**src/rtl/booth_radix4_mul.sv**
```systemverilog
// booth_radix4_mul
// Iterative radix-4 Booth multiplier. It retires two multiplier bits per
// cycle and decodes the RV32M multiply flavours (MUL, MULH, MULHSU, MULHU).
// A request is accepted only while idle and not flushed. The full product
// and the architectural result are registered on completion and hold their
// value until the next completion.
//
// Ports
//   i_clk      rising-edge clock
//   i_rst_n    synchronous active-low reset
//   i_start    request, accepted when o_busy=0 and i_flush=0
//   i_op       00 MUL, 01 MULH, 10 MULHSU, 11 MULHU (sampled with i_start)
//   i_x        multiplier rs1 (sampled with i_start)
//   i_y        multiplicand rs2 (sampled with i_start)
//   i_flush    abort the in-flight operation
//   o_busy     operation in flight
//   o_valid    one-cycle pulse when o_z / o_result are final
//   o_z        full 2*XLEN product
//   o_result   low word for MUL, high word otherwise
module booth_radix4_mul #(
    parameter int XLEN = 32
) (
    input  logic                i_clk,
    input  logic                i_rst_n,
    input  logic                i_start,
    input  logic [1:0]          i_op,
    input  logic [XLEN-1:0]     i_x,
    input  logic [XLEN-1:0]     i_y,
    input  logic                i_flush,
    output logic                o_busy,
    output logic                o_valid,
    output logic [2*XLEN-1:0]   o_z,
    output logic [XLEN-1:0]     o_result
);

    // Extended operand width: even, and wide enough for an unsigned MSB and +-2Y.
    localparam int EW   = XLEN + 2;
    localparam int N    = XLEN / 2 + 1;
    localparam int CW   = $clog2(N);
    localparam logic [CW-1:0] LAST = CW'(N - 1);

    localparam logic [1:0] OP_MUL  = 2'b00;
    localparam logic [1:0] OP_MULH = 2'b01;
    localparam logic [1:0] OP_MULHU = 2'b11;

    typedef enum logic {
        S_IDLE,
        S_RUN
    } state_t;

    state_t                r_state;
    logic [CW-1:0]         r_cnt;
    logic [1:0]            r_op;
    logic signed [EW-1:0]  r_y;
    // {partial sum (EW), extended X (EW), x[-1]}
    logic [2*EW:0]         r_acc;
    logic                  r_busy;
    logic                  r_valid;
    logic [2*XLEN-1:0]     r_z;
    logic [XLEN-1:0]       r_result;

    logic signed [EW:0]    w_ps;
    logic signed [EW:0]    w_sum;
    logic [2*EW:0]         w_next;
    logic [2*XLEN-1:0]     w_z;
    logic [EW-1:0]         w_x_ext;
    logic signed [EW-1:0]  w_y_ext;

    // Booth partial-product select from the current bit triplet.
    function automatic logic signed [EW:0] booth_pp(
        input logic [2:0]           trip,
        input logic signed [EW-1:0] y
    );
        logic signed [EW:0] y1;
        logic signed [EW:0] y2;
        y1 = {y[EW-1], y};
        y2 = y1 <<< 1;
        case (trip)
            3'b001, 3'b010: return y1;
            3'b011:         return y2;
            3'b100:         return -y2;
            3'b101, 3'b110: return -y1;
            default:        return '0;
        endcase
    endfunction

    // X is unsigned only for MULHU; Y is signed only for MUL and MULH.
    always_comb begin
        w_x_ext = (i_op == OP_MULHU) ? {2'b00, i_x} : {{2{i_x[XLEN-1]}}, i_x};
        w_y_ext = (i_op == OP_MUL || i_op == OP_MULH) ?
                  $signed({{2{i_y[XLEN-1]}}, i_y}) : $signed({2'b00, i_y});
    end

    // One extra sum bit absorbs the add before the arithmetic shift by 2;
    // the dropped top bit is a redundant sign copy after the shift.
    always_comb begin
        w_ps   = $signed({r_acc[2*EW], r_acc[2*EW:EW+1]});
        w_sum  = w_ps + booth_pp(r_acc[2:0], r_y);
        w_next = {w_sum[EW], w_sum, r_acc[EW:2]};
        w_z    = w_next[2*XLEN:1];
    end

    always_ff @(posedge i_clk) begin
        if (!i_rst_n) begin
            r_state  <= S_IDLE;
            r_cnt    <= '0;
            r_op     <= '0;
            r_y      <= '0;
            r_acc    <= '0;
            r_busy   <= 1'b0;
            r_valid  <= 1'b0;
            r_z      <= '0;
            r_result <= '0;
        end else begin
            r_valid <= 1'b0;
            case (r_state)
                S_IDLE: begin
                    if (i_start && !i_flush) begin
                        r_op    <= i_op;
                        r_y     <= w_y_ext;
                        r_acc   <= {{EW{1'b0}}, w_x_ext, 1'b0};
                        r_cnt   <= '0;
                        r_busy  <= 1'b1;
                        r_state <= S_RUN;
                    end
                end
                S_RUN: begin
                    if (i_flush) begin
                        r_busy  <= 1'b0;
                        r_state <= S_IDLE;
                    end else begin
                        r_acc <= w_next;
                        r_cnt <= r_cnt + 1'b1;
                        if (r_cnt == LAST) begin
                            r_z      <= w_z;
                            r_result <= (r_op == OP_MUL) ? w_z[XLEN-1:0] : w_z[2*XLEN-1:XLEN];
                            r_valid  <= 1'b1;
                            r_busy   <= 1'b0;
                            r_state  <= S_IDLE;
                        end
                    end
                end
                default: r_state <= S_IDLE;
            endcase
        end
    end

    assign o_busy   = r_busy;
    assign o_valid  = r_valid;
    assign o_z      = r_z;
    assign o_result = r_result;

endmodule

```
**config.mk**
```make
export PLATFORM = sky130hd
export DESIGN_NAME = booth_radix4_mul
export DESIGN_NICKNAME = d
export VERILOG_FILES = /design/src/rtl/booth_radix4_mul.sv
export SDC_FILE = /design/constraint.sdc
export NUM_CORES = 1
export LEC_CHECK = 0
export ABC_AREA = 1
export ABC_CLOCK_PERIOD_IN_PS = 3800
export CORE_ASPECT_RATIO = 2
export CORE_MARGIN = 5
export CORE_UTILIZATION = 54
export CTS_BUF_LIST = sky130_fd_sc_hd__clkbuf_4 sky130_fd_sc_hd__clkbuf_8
export DETAILED_ROUTE_END_ITERATION = 12
export GPL_ROUTABILITY_DRIVEN = 0
export HOLD_SLACK_MARGIN = 0.15
export PLACE_DENSITY = 0.86
export SYNTH_ARGS = -nofsm -noshare
export SYNTH_HDL_FRONTEND = slang
export SYNTH_SLANG_ARGS = --single-unit
```
**constraint.sdc**
```tcl
create_clock -name i_clk -period 3.8 [get_ports i_clk]
set_input_delay 0.38 -clock i_clk [delete_from_list [all_inputs] [get_ports i_clk]]
set_output_delay 0.38 -clock i_clk [all_outputs]
set_load 0.02 [all_outputs]
```
==> impl_metrics.json <==
{
  "pwr-share-comb_pct": 16.3,
  "synth_top_cell_by_area": "dfxtp_1",
  "syn_area_um2": 11300,
  "clockRootBuffer": "clkbuf_8",
  "ios": 168,
  "reg2reg_slack_ps": 130,
  "p_leak_nw": 5.91,
  "numCtsBuffers": 29,
  "hold_viol_final": 0,
  "critical-path-slowest-cell": "dfxtp_2",
  "grt_max_degree": 72,
  "stdcell_count": 2075,
  "max_slew_margin_pct": 49.2,
  "avgSynthCellArea_um2": 7.00,
  "timing.final.max_slew_violations": 0,
  "clock_power_share_pct": 43.4,
  "initial_utilization_pct": 54.2,
  "fillCellCount": 1637,
  "regArea_um2": 4150,
  "swShare_pct": 28.5,
  "core_area_um2": 20800,
  "tns_ps": 0,
  "crit_chain": "inv_2 -> ha_4 -> nand3_4 -> nor3_4 -> nand3_2 -> nor2_4 -> nand2_2 -> nor3_4 -> nand3_2 -> nand3_1 -> nand3b_1 -> ha_4 -> nand2_1 -> nor3_2 -> nand2_1 -> nor2_1 -> nand4_1 -> nand3_1 -> nand2_1 -> nand3_1 -> a21oi_1",
  "synth-edff-count": 0,
  "clk_latency_ps": 600,
  "total_power_w": 0.00572,
  "postLayoutCoreUtil_pct": 69.8,
  "place_inst": 2011,
  "clk_pin_slew_ps": 80,
  "grtUsageTotal_pct": 31.8,
  "dr_total_vias": 12700,
  "grt_pass1_wl_mm": 62.5,
  "power.internal_w": 0.00409,
  "yosysSeqAreaShare_pct": 36.7,
  "grt_overflow_total": 0,
  "critPathBufInv": 1,
  "finClkSkew_ps": 18.8,
  "cts_tree": "built",
  "synthTopCellsByArea": "dfxtp_1 (37%), nand2_1 (14%), a21oi_1 (7.0%)",
  "grt_pass1_vias": 12400,
  "wl_mm": 40.5,
  "slowest_delay_ps": 350,
  "final_common_cell": "nand2_1",
  "worstSetupPathType": "flip-flop to flip-flop",
  "rsz0062_at_grt": "yes",
  "clock-sinks": 207,
  "ys_warn_count": 0,
  "drv_cap": 0,
  "diodes": 0,
  "ys.flop_type": "dfxtp_1",
  "reg2reg_from": "r_y[1]",
  "synth_top_cell_area_share_pct": 36.7,
  "synth_cells": 1614,
  "wl_per_cell_um": 19.5,
  "most-common-layout-cells": "nand2_1 (401), dfxtp_1 (204), clkdlybuf4s50_1 (166), a21oi_1 (150), o21ai_0 (122)",
  "hpwl_mm": 28.6,
  "synth_cell_types": 51,
  "min_period_ps": 3670,
  "first_pass_iters": 9,
  "multi_input_area_um2": 6680,
  "dieWidth_um": 112,
  "detail-route-antenna-nets": 0,
  "rows": 75,
  "start_kind": "flip-flop",
  "arrival_ps": 4140,
  "htreeDepth": 1,
  "synth-async-reset-ratio_pct": 0,
  "fmax_mhz": 272,
  "cts_max_path_buffers": 3,
  "startpoint": "r_y[1]",
  "remaining_drc_errors": 0,
  "status": "finished clean",
  "synth_nets": 1722,
  "viasPerCell": 6.12,
  "hp-start": "i_rst_n",
  "fp.dieH_um": 215,
  "p_seq_share_pct": 40.3,
  "cp_top_family": "simple AND/OR/NAND/NOR gates",
  "path_max_fanout": 4,
  "antenna_found_initial": 0,
  "power_density_nw_per_um2": 393,
  "drt_iter0_markers": 1051,
  "portBuffers": 167,
  "syn_to_final_growth_pct": 28.6,
  "layout-drive-gt1-share_pct": 12.0,
  "min_period_over_period_pct": 96.7,
  "die_area_um2": 24100,
  "tightest_slew_ps": 760,
  "worstPathRequired_ps": 4270,
  "finalSetupViolCount": 0,
  "hold_buffers": 0,
  "hold_path_class": "input pin to flip-flop",
  "ir_drop_uv": 452,
  "switchingPower_w": 0.00163,
  "synth-seq-cells": 207,
  "fin_nets": 1891,
  "end_kind": "flip-flop"
}
[cells in the mapped netlist, types with 31 or more instances]
| cell | number |
|---|---|
| a31oi_1 | 32 |
| ha_1 | 37 |
| nand2_1 | 412 |
| nand3_1 | 81 |
| xor2_1 | 31 |
| a21oi_1 | 157 |
| dfxtp_1 | 207 |
| a22o_1 | 38 |
| clkbuf_1 | 56 |
| inv_1 | 108 |
| nor2_1 | 109 |
| o21ai_0 | 129 |
[area by class of cell]
| cell class | instances | share of cell area [%] |
|---|---|---|
| clock buffer | 32 | 2.94 |
| clock inverter | 22 | 2.79 |
| inverter | 131 | 3.44 |
| multi-input combinational | 1201 | 46.0 |
| sequential | 207 | 28.5 |
| tap | 269 | 2.32 |
| timing repair buffer | 213 | 14.0 |
[metal layers]
layer / wire length (um) / vias to the layer above / global-route usage, %
met2: 19800 / 799 / 55.5
met1: 13500 / 5781 / 33.4
met3: 3200 / 292 / 5.45
met4: 3950 / 0 / 24.3
met5: 0 / - / 0
li1: - / 5819 / -
[final timing paths]
path,endpoint,cells after the start
hold reg to reg,o_z[59],2
hold / removal,o_result[10],3
setup / recovery,r_acc[66],21
setup reg to reg,r_acc[66],21
[registers in the layout (all words and copies together) (netlist names)]
signal	flops
o_busy	1
o_result	32
o_valid	1
o_z	64
r_acc	68
r_cnt	5
r_op	2
r_state	1
r_y	33
[per-stage QoR]
stage	area, um^2	worst slack (ps)	hold WS, ps
floorplan	11300	755	445
global placement	13300	-28.8	440
detailed placement	13300	-109	447
CTS	14200	3.81	270
global route	14500	-143	309
finish	14500	126	308
[kinds of logic (layout without fill, tap and decap cells)]
group | Yosys count | count (layout) | synth area share (%)
xor+xnor | 38 | 38 | 2.95
fa+ha+maj | 38 | 38 | 4.27
flops | 207 | 207 | 36.7
buf+inv | 206 | 398 | 7.04
mux | 2 | 2 | 0.177
simple gates | 673 | 673 | 25.9
compound gates | 450 | 450 | 23.0
[power by group through the flow]
stage | clock network [W] | logic [W] | registers [W]
floorplan | 0 | 0.000581 | 0.00233
detailed placement | 0 | 0.000842 | 0.00235
CTS | 0.00249 | 0.000854 | 0.00230
finish | 0.00248 | 0.000932 | 0.00231
global placement | 0 | 0.000828 | 0.00235
global route | 0.00260 | 0.00101 | 0.00231
[worst reg2reg max path, cell delays in order (launching register included)]
cell and delay (ps):
dfxtp_2 350, inv_2 90, ha_4 160, nand3_4 100, nor3_4 230, nand3_2 160
nor2_4 220, nand2_2 100, nor3_4 280, nand3_2 120, nand3_1 100, nand3b_1 130
ha_4 320, nand2_1 110, nor3_2 190, nand2_1 170, nor2_1 200, nand4_1 180
nand3_1 140, nand2_1 60, nand3_1 60, a21oi_1 60
[timing repair]
action,CTS,global route
endpoints found under the setup margin,6,55
resized for setup,6,81
gates cloned,0,0
buffers inserted,0,10
pin swaps,0,23
Power figures use the tool's default switching activity.
